$ cat src/rtl/spi_slave_rx.sv
// Mode-0 SPI slave: oversamples sclk/cs/mosi in clk, deserialises MSB-first frames into rx_data
// and shifts tx_data out on miso. rx_valid trails the final synchronised sclk rise by SYNC_STAGES+2 clk.
module spi_slave_rx #(
    parameter int DATA_WIDTH  = 12,
    parameter int SYNC_STAGES = 2
) (
    input  logic                  clk,
    input  logic                  rst,
    input  logic                  sclk,
    input  logic                  cs,
    input  logic                  mosi,
    output logic                  miso,
    input  logic [DATA_WIDTH-1:0] tx_data,
    output logic [DATA_WIDTH-1:0] rx_data,
    output logic                  rx_valid,
    output logic                  busy,
    output logic                  frame_err
);

    localparam int CW = $clog2(DATA_WIDTH + 1);
    localparam logic [CW-1:0] LAST_BIT = CW'(DATA_WIDTH - 1);

    typedef enum logic {IDLE, SHIFT} state_t;

    logic [SYNC_STAGES-1:0] sclk_sync_q, cs_sync_q, mosi_sync_q;
    logic                   sclk_dly_q, cs_dly_q;
    logic                   sclk_rise_q, sclk_fall_q, cs_rise_q, cs_fall_q, mosi_q;

    state_t                 state_q;
    logic [CW-1:0]          bit_cnt_q;
    logic [DATA_WIDTH-1:0]  tx_shift_q, rx_shift_q, rx_shift_d, rx_data_q;
    logic                   miso_q, rx_valid_q, frame_err_q, rx_done_q;

    // cs sync resets low so a cs already held low across reset never looks like a frame start.
    always_ff @(posedge clk) begin
        if (rst) begin
            sclk_sync_q <= '0;
            cs_sync_q   <= '0;
            mosi_sync_q <= '0;
            sclk_dly_q  <= 1'b0;
            cs_dly_q    <= 1'b0;
            sclk_rise_q <= 1'b0;
            sclk_fall_q <= 1'b0;
            cs_rise_q   <= 1'b0;
            cs_fall_q   <= 1'b0;
            mosi_q      <= 1'b0;
        end else begin
            sclk_sync_q <= {sclk_sync_q[SYNC_STAGES-2:0], sclk};
            cs_sync_q   <= {cs_sync_q[SYNC_STAGES-2:0], cs};
            mosi_sync_q <= {mosi_sync_q[SYNC_STAGES-2:0], mosi};
            sclk_dly_q  <= sclk_sync_q[SYNC_STAGES-1];
            cs_dly_q    <= cs_sync_q[SYNC_STAGES-1];
            sclk_rise_q <= sclk_sync_q[SYNC_STAGES-1] & ~sclk_dly_q;
            sclk_fall_q <= ~sclk_sync_q[SYNC_STAGES-1] & sclk_dly_q;
            cs_rise_q   <= cs_sync_q[SYNC_STAGES-1] & ~cs_dly_q;
            cs_fall_q   <= ~cs_sync_q[SYNC_STAGES-1] & cs_dly_q;
            mosi_q      <= mosi_sync_q[SYNC_STAGES-1];
        end
    end

    assign rx_shift_d = {rx_shift_q[DATA_WIDTH-2:0], mosi_q};

    always_ff @(posedge clk) begin
        if (rst) begin
            state_q     <= IDLE;
            bit_cnt_q   <= '0;
            tx_shift_q  <= '0;
            rx_shift_q  <= '0;
            rx_data_q   <= '0;
            miso_q      <= 1'b0;
            rx_valid_q  <= 1'b0;
            frame_err_q <= 1'b0;
            rx_done_q   <= 1'b0;
        end else begin
            rx_valid_q  <= 1'b0;
            frame_err_q <= 1'b0;
            rx_done_q   <= 1'b0;
            if (rx_done_q) begin
                rx_data_q  <= rx_shift_q;
                rx_valid_q <= 1'b1;
            end
            case (state_q)
                IDLE: begin
                    miso_q <= 1'b0;
                    if (cs_fall_q) begin
                        tx_shift_q <= tx_data;
                        miso_q     <= tx_data[DATA_WIDTH-1];
                        bit_cnt_q  <= '0;
                        state_q    <= SHIFT;
                    end
                end
                SHIFT: begin
                    if (cs_rise_q) begin
                        state_q   <= IDLE;
                        miso_q    <= 1'b0;
                        bit_cnt_q <= '0;
                        if (bit_cnt_q != '0)
                            frame_err_q <= 1'b1;
                    end else if (sclk_rise_q) begin
                        rx_shift_q <= rx_shift_d;
                        if (bit_cnt_q == LAST_BIT) begin
                            bit_cnt_q <= '0;
                            rx_done_q <= 1'b1;
                        end else begin
                            bit_cnt_q <= bit_cnt_q + 1'b1;
                        end
                    end else if (sclk_fall_q) begin
                        // A fall with the count wrapped follows the last bit: start the next reply word.
                        if (bit_cnt_q == '0) begin
                            tx_shift_q <= tx_data;
                            miso_q     <= tx_data[DATA_WIDTH-1];
                        end else begin
                            tx_shift_q <= tx_shift_q << 1;
                            miso_q     <= tx_shift_q[DATA_WIDTH-2];
                        end
                    end
                end
                default: state_q <= IDLE;
            endcase
        end
    end

    assign miso      = miso_q;
    assign rx_data   = rx_data_q;
    assign rx_valid  = rx_valid_q;
    assign frame_err = frame_err_q;
    assign busy      = (state_q == SHIFT);

endmodule
$ cat config.mk
export PLATFORM = sky130hd
export DESIGN_NAME = spi_slave_rx
export DESIGN_NICKNAME = d
export VERILOG_FILES = /design/src/rtl/spi_slave_rx.sv
export SDC_FILE = /design/constraint.sdc
export NUM_CORES = 1
export LEC_CHECK = 0
export ABC_AREA = 1
export BUFFER_PORTS_ARGS = -buffer_cell sky130_fd_sc_hd__buf_2
export CAP_MARGIN = 20
export CORE_MARGIN = 5
export CORE_UTILIZATION = 50
export DETAILED_ROUTE_END_ITERATION = 8
export PLACE_DENSITY_LB_ADDON = 0.1
export SLEW_MARGIN = 20
export SYNTH_ARGS = -nofsm -noshare
export SYNTH_HDL_FRONTEND = slang
export SYNTH_SLANG_ARGS = --single-unit
$ cat constraint.sdc
create_clock -name clk -period 1.3 [get_ports clk]
set_clock_uncertainty 0.1 [all_clocks]
set_input_delay 0.13 -clock clk [delete_from_list [all_inputs] [get_ports clk]]
set_output_delay 0.13 -clock clk [all_outputs]
set_load 0.01 [all_outputs]
======== Word-level counts from Yosys, hierarchy flattened ========
Cells that the tools add are included.
word-level totals
  flip-flop bits (word level) ............. 57
  bits in latches ......................... 0
  bits in writable memories ............... 0
  bits in read-only memories .............. 0
  input port bits ......................... 17
  output and inout port bits .............. 16
  word-level logic and storage cells ...... 70
  memories kept ........................... 0
operators by class
  add/sub/neg operators ................... 1
  $mul .................................... 0
  div/mod/pow operators ................... 0
  order comparisons ....................... 0
  eq/ne operators ......................... 8
  shift operators ......................... 0
  mux-type cells .......................... 23
  bitwise gates (word level) .............. 11
  reductions and logical operators ........ 8
operators with widths
  kind                                                            number
  11-bit 2-to-1 mux                                               5
  11-bit one-hot mux with 2 select lines                          1
  4-bit 2-to-1 mux                                                4
  1-bit 2-to-1 mux                                                10
  3-bit inequality test (second input constant)                   3
  2-bit inequality test (second input constant)                   4
  4-bit one-hot mux with 2 select lines                           1
  1-bit inverter                                                  7
  4-bit by 1-bit adder with 4-bit output (second input constant)  1
  1-bit AND                                                       4
  4-bit equality test (second input constant)                     1
  4-bit logical NOT                                               1
  1-bit one-hot mux with 2 select lines                           2
  2-bit AND reduction                                             2
  4-bit AND reduction                                             1
  4-bit nonzero test                                              1
  4-bit OR reduction                                              1
  3-bit AND reduction                                             1
  3-bit OR reduction                                              1

======== Logic depth before layout (Yosys ltp) ========
  word-level depth ........................ 6
  mapped depth ............................ 9
  depth with buffers taken out ............ 8

======== Worst setup path before layout ========
No wires, ideal clock.
  kind .................................... reg-to-reg
  start point ............................. reg bit_cnt_q[0]
  end point ............................... reg tx_shift_q[1]
  setup time .............................. 0.109 ns
  arrival time ............................ 1.121 ns
  data required time ...................... 1.091 ns
  path slack .............................. -0.030 ns
  stages on the path, launching flop included .. 10
  path buffers ............................ 1
  clock period less this slack ............ 1.330 ns
  cells stage by stage .................... dfxtp_1 inv_1 ha_1 nand2_1 nand2_1 buf_4 nand2_1 nand3_1 nand2_1 inv_1
on the way
  word-level cells in the longest chain between the ends .. 6
RTL lines
  item                                    RTL line  RTL
  from (decl)                             30        logic [CW-1:0] bit_cnt_q;
  from (signal assigned)                  105       bit_cnt_q <= bit_cnt_q + 1'b1;
  4-bit logical NOT                       109       if (bit_cnt_q == '0) begin
  11-bit 2-to-1 mux                       109
  11-bit 2-to-1 mux                       107       end else if (sclk_fall_q) begin
  11-bit 2-to-1 mux                       99        end else if (sclk_rise_q) begin
  11-bit 2-to-1 mux                       93        if (cs_rise_q) begin
  11-bit one-hot mux with 2 select lines  82        case (state_q)
  to (signal assigned)                    86        tx_shift_q <= tx_data;
  to (signal assigned)                    110       tx_shift_q <= tx_data;
  to (signal assigned)                    113       tx_shift_q <= tx_shift_q << 1;
  to (decl)                               31        logic [DATA_WIDTH-1:0] tx_shift_q, rx_shift_q, rx_shift_d, rx_data_q;
No other way between the ends. The select of a mux whose other input is x is not followed.
A chain may end at the register's enable or synchronous reset.

======== Worst setup path after layout ========
  start point ............................. reg state_q (netlist: busy)
  end point ............................... reg tx_shift_q[10]
on the way
  word-level cells in the longest chain between the ends .. 3
  elaborated cells between the ends (all ways) .. 7
  classes of those cells .................. eq/ne: 4; mux: 1; bitwise: 1; reduce/logical: 1
RTL lines
  item                             RTL line  RTL
  from (decl)                      29        state_t state_q;
  from (signal assigned)           65        state_q <= IDLE;
  from (signal assigned)           89        state_q <= SHIFT;
  from (signal assigned)           94        state_q <= IDLE;
  1-bit inverter                   -
  2-bit inequality test (no line)  -
  4-bit AND reduction (no line)    -
Several ways; a longest one is shown, not always the timed one.

==> out/qor.csv <==
metric,value,unit
final.period_utilization,98.2,%
post-route-util,68.5,%
synth_cell_types,25,
drcViolationCount,0,
hold_viol_final,0,
rsz0062_at_grt,true,
cts_tree,built,
io_pins,33,
drv_slew,0,
die-area,0.00620,mm²
syn_inst,318,
switchingPower,0.779,mW
hp-class,in2reg,
min_to,bit_cnt_q[2]$_SDFFE_PP0P_,
clockPowerShare,44.0,%
worst-r2r-setup-slack,20,ps
synthTopCellsByCount,"68 x nor2_1, 57 x dfxtp_1, 47 x nand2_1, 44 x inv_1, 27 x nand3_1",
synth.most_common_cell,nor2_1,
ir_drop,0.957,mV
status,completed,
syn-num-nets,337,
syn_area_per_cell,7.43,µm²
critical_path_class,reg2reg,
worstSetupStartpointType,flop,
drt-vias-per-instance,4.83,
reg2reg_depth,8,
drt_iter0_drc,88,
finalCriticalPeriod,1280,ps
grtUsageTotal,17.7,%
rows,25,
switching_share,22.0,%
clk_pin_slew,60,ps
firstDrtPassIters,4,
cts_root_buffer,clkbuf_8,
leakagePower,1.62,nW
fmax,0.783,GHz
seqPwrFrac,50.1,%
grt_pass1_vias,2050,
clock_path_buffers,2,
die_w,78.8,µm
die_y,78.8,µm
routed-via-count,2168,
synth-edff-count,0,
grt_max_degree,28,
synthFlopType,dfxtp_1,
synth_top_area_cell,dfxtp_1,
grt_overflow,0,
area_growth,35.0,%
dp_hpwl,3.18,mm
worstMarginPinSlew,386,ps
num_antenna_cells,0,
reg2reg_from,busy$_SDFF_PP0_,
synth_seq_cells,57,
combPwrFrac,5.9,%
antenna_found_initial,0,
start_util,50.7,%
drt-total-wl,5.16,mm
reg2reg_to,tx_shift_q[10]$_SDFFE_PP0P_,
maxCapViolCount,0,
fp.coreArea,0.00466,mm²
grt_pass1_wl,8.65,mm
fill_cells,406,
internal_power,2.76,mW
fin_ws,23.3,ps
post_dp_cell_area,0.00268,mm²
gp_congestion,0.815,
ys_seq_area_share,48.3,%
syn_area,0.00236,mm²
setup-violations-final,0,
drive_above_1_share,31.9,%
synth_top_cell_area_share,48.3,%
async_flop_share,0,%
min_from,rst,
htree_levels,3,
p_per_area,1110,mW/mm²
critPathRequiredTime,1430,ps
insertion_delay,330,ps
end_kind,flop,
cts.sink_count,57,
cts_buffers,9,
cp_max_fo,5,
slew_headroom,74.2,%
power,3.54,mW
nets,409,
synth_area_leaders,"dfxtp_1 48%, nor2_1 11%, nand2_1 7.5%",
dp_slack,-37.0,ps
ys_warn_count,0,
holdPathStages,6,
port_buffers,32,
antenna_left,0,
wl_per_cell,11.5,µm
critical_path_arrival,1400,ps
fin_area,0.00319,mm²
==> worst max-delay path by stage <==
| stage | endpoint | slack (ps) | startpoint | cells past startpoint |
|---|---|---|---|---|
| 3_3_place_gp | tx_shift_q[6]$_SDFFE_PP0P_ | -30 | busy$_SDFF_PP0_ | 8 |
| 2_1_floorplan | tx_shift_q[1]$_SDFFE_PP0P_ | 8 | bit_cnt_q[0]$_SDFFE_PP0P_ | 9 |
| 6_report | tx_shift_q[10]$_SDFFE_PP0P_ | 20 | busy$_SDFF_PP0_ | 8 |
| 3_5_place_dp | tx_shift_q[7]$_SDFFE_PP0P_ | -40 | busy$_SDFF_PP0_ | 8 |
| 5_1_grt | bit_cnt_q[0]$_SDFFE_PP0P_ | -40 | bit_cnt_q[0]$_SDFFE_PP0P_ | 7 |
| 4_1_cts | tx_shift_q[8]$_SDFFE_PP0P_ | 20 | bit_cnt_q[0]$_SDFFE_PP0P_ | 9 |
==> registers in the layout (all words and copies together) (netlist names) <==
signal and cells:
cs_dly_q 1, miso 1, sclk_dly_q 1, sclk_sync_q 2, rx_data 12, sclk_rise_q 1, rx_valid 1, rx_shift_q 12
rx_done_q 1, frame_err 1, tx_shift_q 11, cs_sync_q 2, bit_cnt_q 4, sclk_fall_q 1, mosi_q 1, busy 1
mosi_sync_q 2, cs_fall_q 1, cs_rise_q 1
==> cell families (layout without fill, tap and decap cells) <==
kind of cell	after synthesis	in the layout	share of synthesized area, %
DFF	57	57	48.3
buffers and inverters	61	136	11.4
AOI/OAI and AO/OA	40	40	9.90
and+or+nand+nor	158	160	29.3
adders and majority gates	2	2	1.06
==> worst max-delay path, cell delays in order (launching register included) <==
cell and delay, ps:
dfxtp_2 360, buf_6 120, inv_8 40, nand2_4 60
nand2_2 90, nor2_4 180, nand3_1 100, nand2_1 80
inv_1 40
==> power groups by stage <==
| stage | registers [mW] | logic, mW | clock network [mW] |
|---|---|---|---|
| floorplan | 1.81 | 0.0898 | 0 |
| global placement | 1.81 | 0.149 | 0 |
| detailed placement | 1.81 | 0.150 | 0 |
| CTS | 1.77 | 0.187 | 1.59 |
| global route | 1.77 | 0.232 | 1.70 |
| finish | 1.77 | 0.208 | 1.56 |
==> through the flow <==
step | hold WS [ps] | instances | TNS, ps
3_3_place_gp | 230 | 413 | -144
5_1_grt | 121 | 449 | -112
2_1_floorplan | 137 | 318 | 0
6_report | 115 | 449 | 0
4_1_cts | 108 | 444 | 0
3_5_place_dp | 242 | 413 | -216
==> cell usage in the layout, fill, tap and decap left out, types with 2 or more instances in the layout <==
cell and instances:
dfxtp_2 4, buf_2 32, buf_4 20, nand2_2 13
buf_6 6, nor2_1 66, o21ai_1 5, inv_2 4
nand2_4 7, nand3_1 23, dfxtp_1 53, a21oi_1 6
nor2_2 2, clkbuf_8 13, nor3_1 2, nor2_4 5
o21ai_0 20, nand3_2 4, clkinv_2 2, nand2_1 36
dlygate4sd3_1 14, a21oi_2 9, inv_1 42
==> area by class of cell <==
| cell class | count | area (µm²) | share of cell area, % |
|---|---|---|---|
| Clock inverter | 2 | 10.0 | 0.314 |
| Tap cell | 54 | 67.6 | 2.12 |
| Clock buffer | 14 | 183 | 5.73 |
| Inverter | 47 | 184 | 5.76 |
| Multi-Input combinational cell | 202 | 1070 | 33.5 |
| Sequential cell | 57 | 1150 | 35.9 |
| Timing Repair Buffer | 73 | 533 | 16.7 |
==> what timing repair did <==
| action | CTS | global route |
|---|---|---|
| cloned | 1 | 2 |
| hold buffers | 14 | 0 |
| setup buffers | 0 | 3 |
| endpoints found under the hold margin | 14 | 0 |
| setup endpoints to repair | 11 | 18 |
| gates resized for setup | 4 | 37 |
| pin swaps | 1 | 11 |
==> layer usage <==
| metal | share of wire, % | vias up | GRT usage, % |
|---|---|---|---|
| met3 | 5.0 | 8 | 5.33 |
| met2 | 50 | 47 | 31.1 |
| met5 | 0 | - | 0 |
| li1 | - | 1122 | - |
| met4 | 1.8 | 0 | 8.74 |
| met1 | 43 | 991 | 19.3 |
Power figures use the tool's default switching activity.
